$ cat src/rtl/rv32_pkg.sv
// Shared RV32 fetch-path constants and the fetch FSM state type.
package rv32_pkg;

    localparam int unsigned XLEN = 32;
    localparam logic [XLEN-1:0] INSTR_NOP = 32'h0000_0013;
    localparam logic [XLEN-1:0] PC_STEP   = 32'd4;

    typedef enum logic [1:0] {
        S_REQ   = 2'd0,
        S_WAIT  = 2'd1,
        S_FAULT = 2'd2
    } fetch_state_t;

endpackage

$ cat src/rtl/fetch_unit_if.sv
// Fetch-stage bus bundle: instruction-memory channel, redirect input and output register.
interface fetch_unit_if
    import rv32_pkg::*;
();

    logic            imem_req_valid;
    logic            imem_req_ready;
    logic [XLEN-1:0] imem_addr;
    logic            imem_rsp_valid;
    logic [XLEN-1:0] imem_rdata;
    logic            redirect_valid;
    logic [XLEN-1:0] redirect_target;
    logic            out_valid;
    logic            out_ready;
    logic [XLEN-1:0] out_pc;
    logic [XLEN-1:0] out_instr;
    logic            fault;
    logic [XLEN-1:0] perf_fetched;
    logic [XLEN-1:0] perf_killed;

    modport master (
        output imem_req_valid, imem_addr, out_valid, out_pc, out_instr, fault,
               perf_fetched, perf_killed,
        input  imem_req_ready, imem_rsp_valid, imem_rdata, redirect_valid,
               redirect_target, out_ready
    );

    modport slave (
        input  imem_req_valid, imem_addr, out_valid, out_pc, out_instr, fault,
               perf_fetched, perf_killed,
        output imem_req_ready, imem_rsp_valid, imem_rdata, redirect_valid,
               redirect_target, out_ready
    );

endinterface

$ cat src/rtl/sat_counter.sv
// XLEN-bit event counter that sticks at all-ones instead of wrapping.
module sat_counter
    import rv32_pkg::*;
(
    input  logic            clk,
    input  logic            rst_n,
    input  logic            en_i,
    output logic [XLEN-1:0] count_o
);

    logic [XLEN-1:0] count_q;

    always_ff @(posedge clk or negedge rst_n) begin
        if (!rst_n) begin
            count_q <= '0;
        end else if (en_i && (count_q != '1)) begin
            count_q <= count_q + XLEN'(1);
        end
    end

    assign count_o = count_q;

endmodule

$ cat src/rtl/fetch_unit.sv
// Instruction fetch stage: PC register, one-outstanding imem request, one-entry output register.
// Define FETCH_PERF_EN to build the fetched/killed saturating counters; otherwise they read 0.
module fetch_unit
    import rv32_pkg::*;
#(
    parameter logic [XLEN-1:0] RESET_PC = 32'h0000_0000
) (
    input  logic         clk,
    input  logic         rst_n,
    fetch_unit_if.master bus
);

    fetch_state_t    state_q, state_d;
    logic [XLEN-1:0] pc_q, pc_d;
    logic [XLEN-1:0] inflight_q, inflight_d;
    logic            kill_q, kill_d;
    logic            out_valid_q, out_valid_d;
    logic [XLEN-1:0] out_pc_q, out_pc_d;
    logic [XLEN-1:0] out_instr_q, out_instr_d;
    logic            fault_q, fault_d;

    logic req_valid_c;
    logic req_accept_c;
    logic rsp_c;

    assign req_valid_c  = (state_q == S_REQ) && (!out_valid_q || bus.out_ready);
    assign req_accept_c = req_valid_c && bus.imem_req_ready;
    assign rsp_c        = (state_q == S_WAIT) && bus.imem_rsp_valid;

    always_ff @(posedge clk or negedge rst_n) begin
        if (!rst_n) begin
            state_q     <= S_REQ;
            pc_q        <= RESET_PC;
            inflight_q  <= '0;
            kill_q      <= 1'b0;
            out_valid_q <= 1'b0;
            out_pc_q    <= '0;
            out_instr_q <= INSTR_NOP;
            fault_q     <= 1'b0;
        end else begin
            state_q     <= state_d;
            pc_q        <= pc_d;
            inflight_q  <= inflight_d;
            kill_q      <= kill_d;
            out_valid_q <= out_valid_d;
            out_pc_q    <= out_pc_d;
            out_instr_q <= out_instr_d;
            fault_q     <= fault_d;
        end
    end

    always_comb begin
        state_d     = state_q;
        pc_d        = pc_q;
        inflight_d  = inflight_q;
        kill_d      = kill_q;
        out_valid_d = out_valid_q && !bus.out_ready;
        out_pc_d    = out_pc_q;
        out_instr_d = out_instr_q;
        fault_d     = fault_q;

        case (state_q)
            S_REQ: begin
                if (req_accept_c) begin
                    inflight_d = pc_q;
                    state_d    = S_WAIT;
                end
            end
            S_WAIT: begin
                if (bus.imem_rsp_valid) begin
                    state_d = S_REQ;
                    if (kill_q) begin
                        kill_d = 1'b0;
                    end else begin
                        out_valid_d = 1'b1;
                        out_pc_d    = inflight_q;
                        out_instr_d = bus.imem_rdata;
                        pc_d        = inflight_q + PC_STEP;
                    end
                end
            end
            S_FAULT: begin
                out_valid_d = 1'b0;
            end
            default: begin
                state_d = S_REQ;
            end
        endcase

        // Redirect wins over everything above; a fetch still on the bus must be drained and dropped.
        if (bus.redirect_valid && (state_q != S_FAULT)) begin
            out_valid_d = 1'b0;
            out_pc_d    = out_pc_q;
            out_instr_d = out_instr_q;
            pc_d        = pc_q;
            if (bus.redirect_target[1:0] != 2'b00) begin
                fault_d = 1'b1;
                kill_d  = 1'b0;
                state_d = S_FAULT;
            end else begin
                pc_d = bus.redirect_target;
                if (((state_q == S_WAIT) && !rsp_c) || req_accept_c) begin
                    kill_d  = 1'b1;
                    state_d = S_WAIT;
                end else begin
                    kill_d  = 1'b0;
                    state_d = S_REQ;
                end
            end
        end
    end

    assign bus.imem_req_valid = req_valid_c;
    assign bus.imem_addr      = pc_q;
    assign bus.out_valid      = out_valid_q;
    assign bus.out_pc         = out_pc_q;
    assign bus.out_instr      = out_instr_q;
    assign bus.fault          = fault_q;

`ifdef FETCH_PERF_EN
    logic            fetched_c;
    logic            killed_c;
    logic [XLEN-1:0] perf_fetched;
    logic [XLEN-1:0] perf_killed;

    assign fetched_c = rsp_c && !kill_q && !bus.redirect_valid;
    assign killed_c  = rsp_c && (kill_q || bus.redirect_valid);

    sat_counter u_fetched_cnt (
        .clk     (clk),
        .rst_n   (rst_n),
        .en_i    (fetched_c),
        .count_o (perf_fetched)
    );

    sat_counter u_killed_cnt (
        .clk     (clk),
        .rst_n   (rst_n),
        .en_i    (killed_c),
        .count_o (perf_killed)
    );

    assign bus.perf_fetched = perf_fetched;
    assign bus.perf_killed  = perf_killed;
`else
    assign bus.perf_fetched = '0;
    assign bus.perf_killed  = '0;
`endif

endmodule
$ cat src/flat_wrapper.sv
// flat-port wrapper written by rule: the top's interface ports become plain ports
module fetch_unit_flat import rv32_pkg::*;
#(
    parameter logic [XLEN-1:0] RESET_PC = 32'h0000_0000
)
  (clk, rst_n, bus_imem_req_valid, bus_imem_addr, bus_out_valid, bus_out_pc, bus_out_instr, bus_fault, bus_perf_fetched, bus_perf_killed, bus_imem_req_ready, bus_imem_rsp_valid, bus_imem_rdata, bus_redirect_valid, bus_redirect_target, bus_out_ready);
  fetch_unit_if bus_i ();
  input  logic clk;
  input  logic rst_n;
  output wire logic [$bits(bus_i.imem_req_valid)-1:0] bus_imem_req_valid;
  output wire logic [$bits(bus_i.imem_addr)-1:0] bus_imem_addr;
  output wire logic [$bits(bus_i.out_valid)-1:0] bus_out_valid;
  output wire logic [$bits(bus_i.out_pc)-1:0] bus_out_pc;
  output wire logic [$bits(bus_i.out_instr)-1:0] bus_out_instr;
  output wire logic [$bits(bus_i.fault)-1:0] bus_fault;
  output wire logic [$bits(bus_i.perf_fetched)-1:0] bus_perf_fetched;
  output wire logic [$bits(bus_i.perf_killed)-1:0] bus_perf_killed;
  input wire logic [$bits(bus_i.imem_req_ready)-1:0] bus_imem_req_ready;
  input wire logic [$bits(bus_i.imem_rsp_valid)-1:0] bus_imem_rsp_valid;
  input wire logic [$bits(bus_i.imem_rdata)-1:0] bus_imem_rdata;
  input wire logic [$bits(bus_i.redirect_valid)-1:0] bus_redirect_valid;
  input wire logic [$bits(bus_i.redirect_target)-1:0] bus_redirect_target;
  input wire logic [$bits(bus_i.out_ready)-1:0] bus_out_ready;
  assign bus_imem_req_valid = bus_i.imem_req_valid;
  assign bus_imem_addr = bus_i.imem_addr;
  assign bus_out_valid = bus_i.out_valid;
  assign bus_out_pc = bus_i.out_pc;
  assign bus_out_instr = bus_i.out_instr;
  assign bus_fault = bus_i.fault;
  assign bus_perf_fetched = bus_i.perf_fetched;
  assign bus_perf_killed = bus_i.perf_killed;
  assign bus_i.imem_req_ready = bus_imem_req_ready;
  assign bus_i.imem_rsp_valid = bus_imem_rsp_valid;
  assign bus_i.imem_rdata = bus_imem_rdata;
  assign bus_i.redirect_valid = bus_redirect_valid;
  assign bus_i.redirect_target = bus_redirect_target;
  assign bus_i.out_ready = bus_out_ready;
  fetch_unit #(.RESET_PC(RESET_PC)) u_core (.clk(clk), .rst_n(rst_n), .bus(bus_i));
endmodule
$ cat config.mk
export PLATFORM = sky130hd
export DESIGN_NAME = fetch_unit_flat
export DESIGN_NICKNAME = d
export VERILOG_FILES = /design/src/rtl/rv32_pkg.sv /design/src/rtl/fetch_unit_if.sv /design/src/rtl/sat_counter.sv /design/src/rtl/fetch_unit.sv /design/src/flat_wrapper.sv
export SDC_FILE = /design/constraint.sdc
export NUM_CORES = 1
export LEC_CHECK = 0
export ABC_AREA = 1
export BUFFER_PORTS_ARGS = -buffer_cell sky130_fd_sc_hd__buf_4
export CAP_MARGIN = 20
export CORE_MARGIN = 4
export CORE_UTILIZATION = 40
export CTS_CLUSTER_DIAMETER = 120
export DETAILED_ROUTE_END_ITERATION = 12
export GPL_TIMING_DRIVEN = 0
export HOLD_SLACK_MARGIN = 0.06
export PLACE_DENSITY = 0.66
export SETUP_SLACK_MARGIN = 0.02
export SYNTH_ARGS = -nofsm -noshare
export SYNTH_HDL_FRONTEND = slang
export SYNTH_SLANG_ARGS = --single-unit
$ cat constraint.sdc
create_clock -name clk -period 1.8 [get_ports clk]
set_input_delay 0.09 -clock clk [delete_from_list [all_inputs] [get_ports clk]]
set_output_delay 0.09 -clock clk [all_outputs]
set_load 0.02 [all_outputs]
-- Word-level counts from Yosys, hierarchy flattened
Index checks and enable logic that the tools add are counted.
- output and inout bits: 163
- word-level logic and storage cells: 60
- flip-flop bits (word level): 133
- input bits: 70
- equality and inequality tests: 8
- add/subtract/negate cells: 1
- bitwise logic cells: 2
- mux-type cells: 20
- reductions and logical operators: 21
- operators with widths (cell ; count):
    32-bit two-way mux ; 5
    32-bit by 3-bit adder with 32-bit output (second input constant) ; 1
    1-bit two-way mux ; 9
    2-bit two-way mux ; 4
    4-bit AND reduction ; 2
    1-bit logical AND ; 6
    2-bit != test (second input constant) ; 3
    3-bit by 2-bit != test with 1-bit output (second input constant) ; 2
    2-bit case mux with 3 select lines ; 1
    2-bit AND reduction ; 3
    2-bit nonzero test ; 3
    1-bit zero test ; 3
    3-bit AND reduction ; 1
    2-bit by 1-bit == test with 1-bit output (second input constant) ; 1
    2-bit == test (second input constant) ; 1
    2-bit zero test ; 1
    1-bit logical OR ; 2
    2-bit by 1-bit != test with 1-bit output (second input constant) ; 1
    1-bit inverter ; 2
    1-bit case mux with 2 select lines ; 1

-- Logic depth before layout (Yosys ltp)
- word-level depth: 8
- gate-level depth with buffers: 12
- gate-level depth less buffers: 10

-- Worst setup path before layout
No wires, ideal clock.
- path type: reg2reg
- start point: reg u_core.state_q[0]
- end point: reg u_core.inflight_q[11]
- buffers on the path: 1
- slack: 0.146 ns
- required time: 1.667 ns
- clock period less this slack: 1.654 ns
- stages on the path, launching flop included: 8
- arrival: 1.521 ns
- library setup time: 0.133 ns
- cells stage by stage: dfrtp_1 inv_1 ha_1 a21boi_2 nand2_1 clkbuf_1 nor2_1 a21oi_1
- cells in the longest elaborated chain, start to end: 4
- ends and longest elaborated chain (item ; line ; source):
    start: declaration ; fetch_unit.sv:13 ; fetch_state_t state_q, state_d;
    start signal: assignment ; fetch_unit.sv:41 ; state_q <= state_d;
    2-bit zero test ; fetch_unit.sv:26 ; assign req_valid_c = (state_q == S_REQ) && (!out_valid_q || bus.out_ready);
    1-bit logical AND ; fetch_unit.sv:26 ;
    net bus_imem_req_valid ; flat_wrapper.sv:10 ; output wire logic [$bits(bus_i.imem_req_valid)-1:0] bus_imem_req_valid;
    1-bit logical AND ; fetch_unit.sv:27 ; assign req_accept_c = req_valid_c && bus.imem_req_ready;
    2-bit AND reduction (no source line) ; - ;
    end signal: assignment ; fetch_unit.sv:43 ; inflight_q <= inflight_d;
    end: declaration ; fetch_unit.sv:15 ; logic [XLEN-1:0] inflight_q, inflight_d;
The timed path passes the listed nets, and every way through them passes these cells.
A chain may end at the register's enable or synchronous reset.

-- Worst setup path after layout
- start point: reg u_core.state_q[0]
- end point: reg u_core.pc_q[11] (netlist: u_core.bus.imem_addr[11])
- cells in the longest elaborated chain, start to end: 4
- elaborated cells on any way between the ends: 9
- those cells by class: eq/ne: 4; mux: 1; reduce/logical: 4
- ends and longest elaborated chain (item ; line ; source):
    2-bit != test ; fetch_unit.sv:91 ; if (bus.redirect_valid && (state_q != S_FAULT)) begin
    1-bit logical AND ; fetch_unit.sv:91 ;
    2-bit != test (no source line) or 2-bit nonzero test (tied branches) ; - ;
    4-bit AND reduction (no source line) ; - ;
    end signal: assignment ; fetch_unit.sv:42 ; pc_q <= pc_d;
    end: declaration ; fetch_unit.sv:14 ; logic [XLEN-1:0] pc_q, pc_d;
Several ways; a longest one is shown, not always the timed one.

==> results.sh <==
export IMPL_grt_pass1_vias=6154
export IMPL_period_share_pct=93.2
export IMPL_synthCells=845
export IMPL_met1_usage_pct=29.8
export IMPL_relSlewSlack_pct=65.9
export IMPL_grt_pass1_wl_microns=31900
export IMPL_yosys_warnings=0
export IMPL_synth_top_area_share_pct=49.3
export IMPL_post_dp_cell_area_sq_mm=0.00840
export IMPL_finalInstanceArea_sq_mm=0.00981
export IMPL_cts_clk_slew_worst_paths_ps=60
export IMPL_critPathCapture="u_core.bus.imem_addr[11]"
export IMPL_core_area_sq_mm=0.0160
export IMPL_r2r_slack_ps=120
export IMPL_ys_ff_latch=133
export IMPL_cp_depth=11
export IMPL_status="completed"
export IMPL_use_met3_pct=5.26
export IMPL_dr_total_vias=6442
export IMPL_clock_sinks=133
export IMPL_ant_nets=0
export IMPL_crit_buf_inv=4
export IMPL_grt_max_degree=95
export IMPL_fp_row_count=46
export IMPL_firstDrtPassIters=5
export IMPL_drc=0
export IMPL_setup_viol=0
export IMPL_cpLargestDelayFamily="buffers and inverters"
export IMPL_grt_busiest_layer="met2"
export IMPL_synth_largest_area_cell="dfrtp_1"
export IMPL_clk_insertion_delay_late_ps=420
export IMPL_min_from="bus_redirect_target[11]"
export IMPL_cts_tree="yes"
export IMPL_min_path_type="in -> reg"
export IMPL_reg2reg_to="u_core.bus.imem_addr[11]"
export IMPL_skew_ps=6.11
export IMPL_synth_edff_count=0
export IMPL_die_h_microns=136
export IMPL_portBuffers=168
export IMPL_reg2reg_from="u_core.state_q[0]"
export IMPL_drv_cap=0
export IMPL_critical_path_max_stage_delay_ps=380
export IMPL_start_util_pct=41.2
export IMPL_synth_commonest_cells="nand2_1 (293), dfrtp_1 (130), nor2_1 (98)"
export IMPL_use_met2_pct=35.0
export IMPL_max_freq_ghz=0.596
export IMPL_ys_async_sr_fraction_pct=100
export IMPL_syn_to_final_growth_pct=48.7
export IMPL_fin_crit_ps=1680
export IMPL_arrival_ps=2030
export IMPL_synth_ff_type="dfrtp_1"
export IMPL_worstSetupStartpoint="u_core.state_q[0]"
export IMPL_drt_iter0_markers=419
export IMPL_drt_wl_total_microns=20700
export IMPL_cp_end_kind="flip-flop"
export IMPL_grt_ovfl_total=0
export IMPL_die_area_sq_mm=0.0186
export IMPL_p_leak_nw=5.65
export IMPL_yosysSeqAreaShare_pct=50.5
export IMPL_critPathRequiredTime_ps=2160
export IMPL_wl_per_cell_microns=14.8
export IMPL_synth_area_leaders="dfrtp_1 (49%), nand2_1 (17%), buf_4 (7.4%)"
export IMPL_synth_cell_types=29
export IMPL_cp_max_fo=8
export IMPL_nFillCells=1437
export IMPL_r2r_cells=11
export IMPL_crit_chain="inv_2 > ha_4 > nor2_4 > nor2_2 > nand2_2 > nand2_4 > inv_2 > buf_8 > bufbuf_16 > nand2_1 > nand2_1"
export IMPL_hold_slack_ps=109
export IMPL_cts_root_buf="clkbuf_16"
export IMPL_final_max_slew_violation_count=0
export IMPL_cts_max_path_buffers=2
export IMPL_antenna_cells=0
export IMPL_crit_slowest_cell="dfrtp_1"
export IMPL_ioPinCount=233
export IMPL_finalNetCount=1246
export IMPL_yosysMostFrequentCell="nand2_1"
export IMPL_drive_gt1_share_pct=27.6
export IMPL_crit_type="reg -> reg"
export IMPL_place_gp_congestion=0.955
export IMPL_synth_area_sq_mm=0.00660
export IMPL_tightest_slew_ps=512
export IMPL_dpl_hpwl_microns=14600
export IMPL_p_per_area_mw_per_mm2=706
export IMPL_hold_viol_final=0
export IMPL_peakVddDrop_mv=0.669
export IMPL_antenna_found_initial=0
export IMPL_routed_via_density=4.60
export IMPL_dieWidth_microns=136
export IMPL_finalPower_mw=6.92
export IMPL_rsz0062_at_grt="yes"
export IMPL_grt_usage_pct=22.1
export IMPL_avgSynthCellArea_sq_um=7.81
export IMPL_cts_made_buffers=17
export IMPL_htree_num_levels=4
export IMPL_start_kind="flip-flop"
[per-layer routing]
layer	vias up	part of all wire, %
met2	223	48
met5	-	0
li1	3176	-
met4	0	2.3
met3	37	6.8
met1	3006	43
[timing repair]
| item | CTS | global route |
|---|---|---|
| pin swaps | 2 | 4 |
| buffers inserted | 5 | 3 |
| hold buffers | 67 | 0 |
| setup endpoints to repair | 129 | 128 |
| gates cloned | 1 | 0 |
| resized for setup | 23 | 26 |
| hold endpoints to repair | 145 | 0 |
[metrics by stage]
step                      utilization (%)  worst slack, ps  instances  setup TNS [ps]
after CTS                            60.8             21.6       1396               0
after floorplan                         -              146        908               0
after detailed placement             52.5             -149       1293           -9140
after global placement               52.3             -141       1292           -7650
final                                61.3              122       1399               0
after global routing                 61.3             4.02       1399               0
[cells by family (layout without fill, tap and decap cells)]
| family | Yosys count | in the layout | share of synthesized area, % |
|---|---|---|---|
| AOI/OAI and AO/OA | 108 | 108 | 8.71 |
| xor gates and xnor gates | 2 | 2 | 0.266 |
| other | 1 | 64 | 0.0568 |
| adders and majority gates | 4 | 4 | 0.759 |
| and+or+nand+nor | 445 | 445 | 26.9 |
| buffers and inverters | 152 | 427 | 12.8 |
| DFF | 133 | 133 | 50.5 |
[power by group]
part           internal (mW)  total [mW]  switching [mW]
logic                  0.333       0.648           0.315
clock network           1.99        3.23            1.24
registers               3.02        3.04          0.0226
total                   5.34        6.92            1.58
[how the worst min path moves through the flow]
stage                               end  slack [ps]  cells after the start
6_report       u_core.bus.imem_addr[11]         110                      5
5_1_grt        u_core.bus.imem_addr[11]         170                      5
4_1_cts        u_core.bus.imem_addr[11]          90                      5
3_5_place_dp   u_core.bus.imem_addr[14]          30                      1
3_3_place_gp   u_core.bus.out_instr[27]         280                      3
2_1_floorplan          u_core.bus.fault        -210                      0
[placed cells by master (no fill, tap or decap), types with 6 or more instances in the layout]
master	Yosys	routed
nand3_1	40	40
dfrtp_1	130	130
buf_4	65	244
nor2_4	4	7
clkbuf_16	0	17
nand2_2	4	6
o211ai_1	6	6
buf_2	12	8
o21ai_0	53	52
nor2_1	98	95
nand2_1	293	289
clkbuf_2	0	11
inv_2	3	6
a21oi_1	40	40
dlygate4sd3_1	0	67
conb_1	1	64
inv_1	54	51
clkbuf_1	16	8
[final cells by class]
type / instances / area (sq um) / area share [%]
buffer: 95 / 677 / 6.90
clock buffer: 26 / 489 / 4.99
clock inverter: 4 / 47.5 / 0.485
inverter: 57 / 214 / 2.18
multi-input combinational: 623 / 2720 / 27.8
sequential: 133 / 3330 / 34.0
tap: 216 / 270 / 2.76
timing repair buffer: 245 / 2060 / 21.0
[worst register-to-register path, cell delays in order, from the launching register on]
cell and delay, ps:
dfrtp_1 380, inv_2 70, ha_4 160, nor2_4 170, nor2_2 60, nand2_2 120, nand2_4 80, inv_2 70
buf_8 130, bufbuf_16 270, nand2_1 50, nand2_1 60
[state kept, by name (all words and copies together), names as in the netlist]
signal and cells:
u_core.bus.imem_addr 32, u_core.bus.out_instr 32, u_core.bus.out_pc 32, u_core.inflight_q 32
u_core.state_q 2, u_core.bus.fault 1, u_core.bus.out_valid 1, u_core.kill_q 1
(Power assumes the default switching activity.)
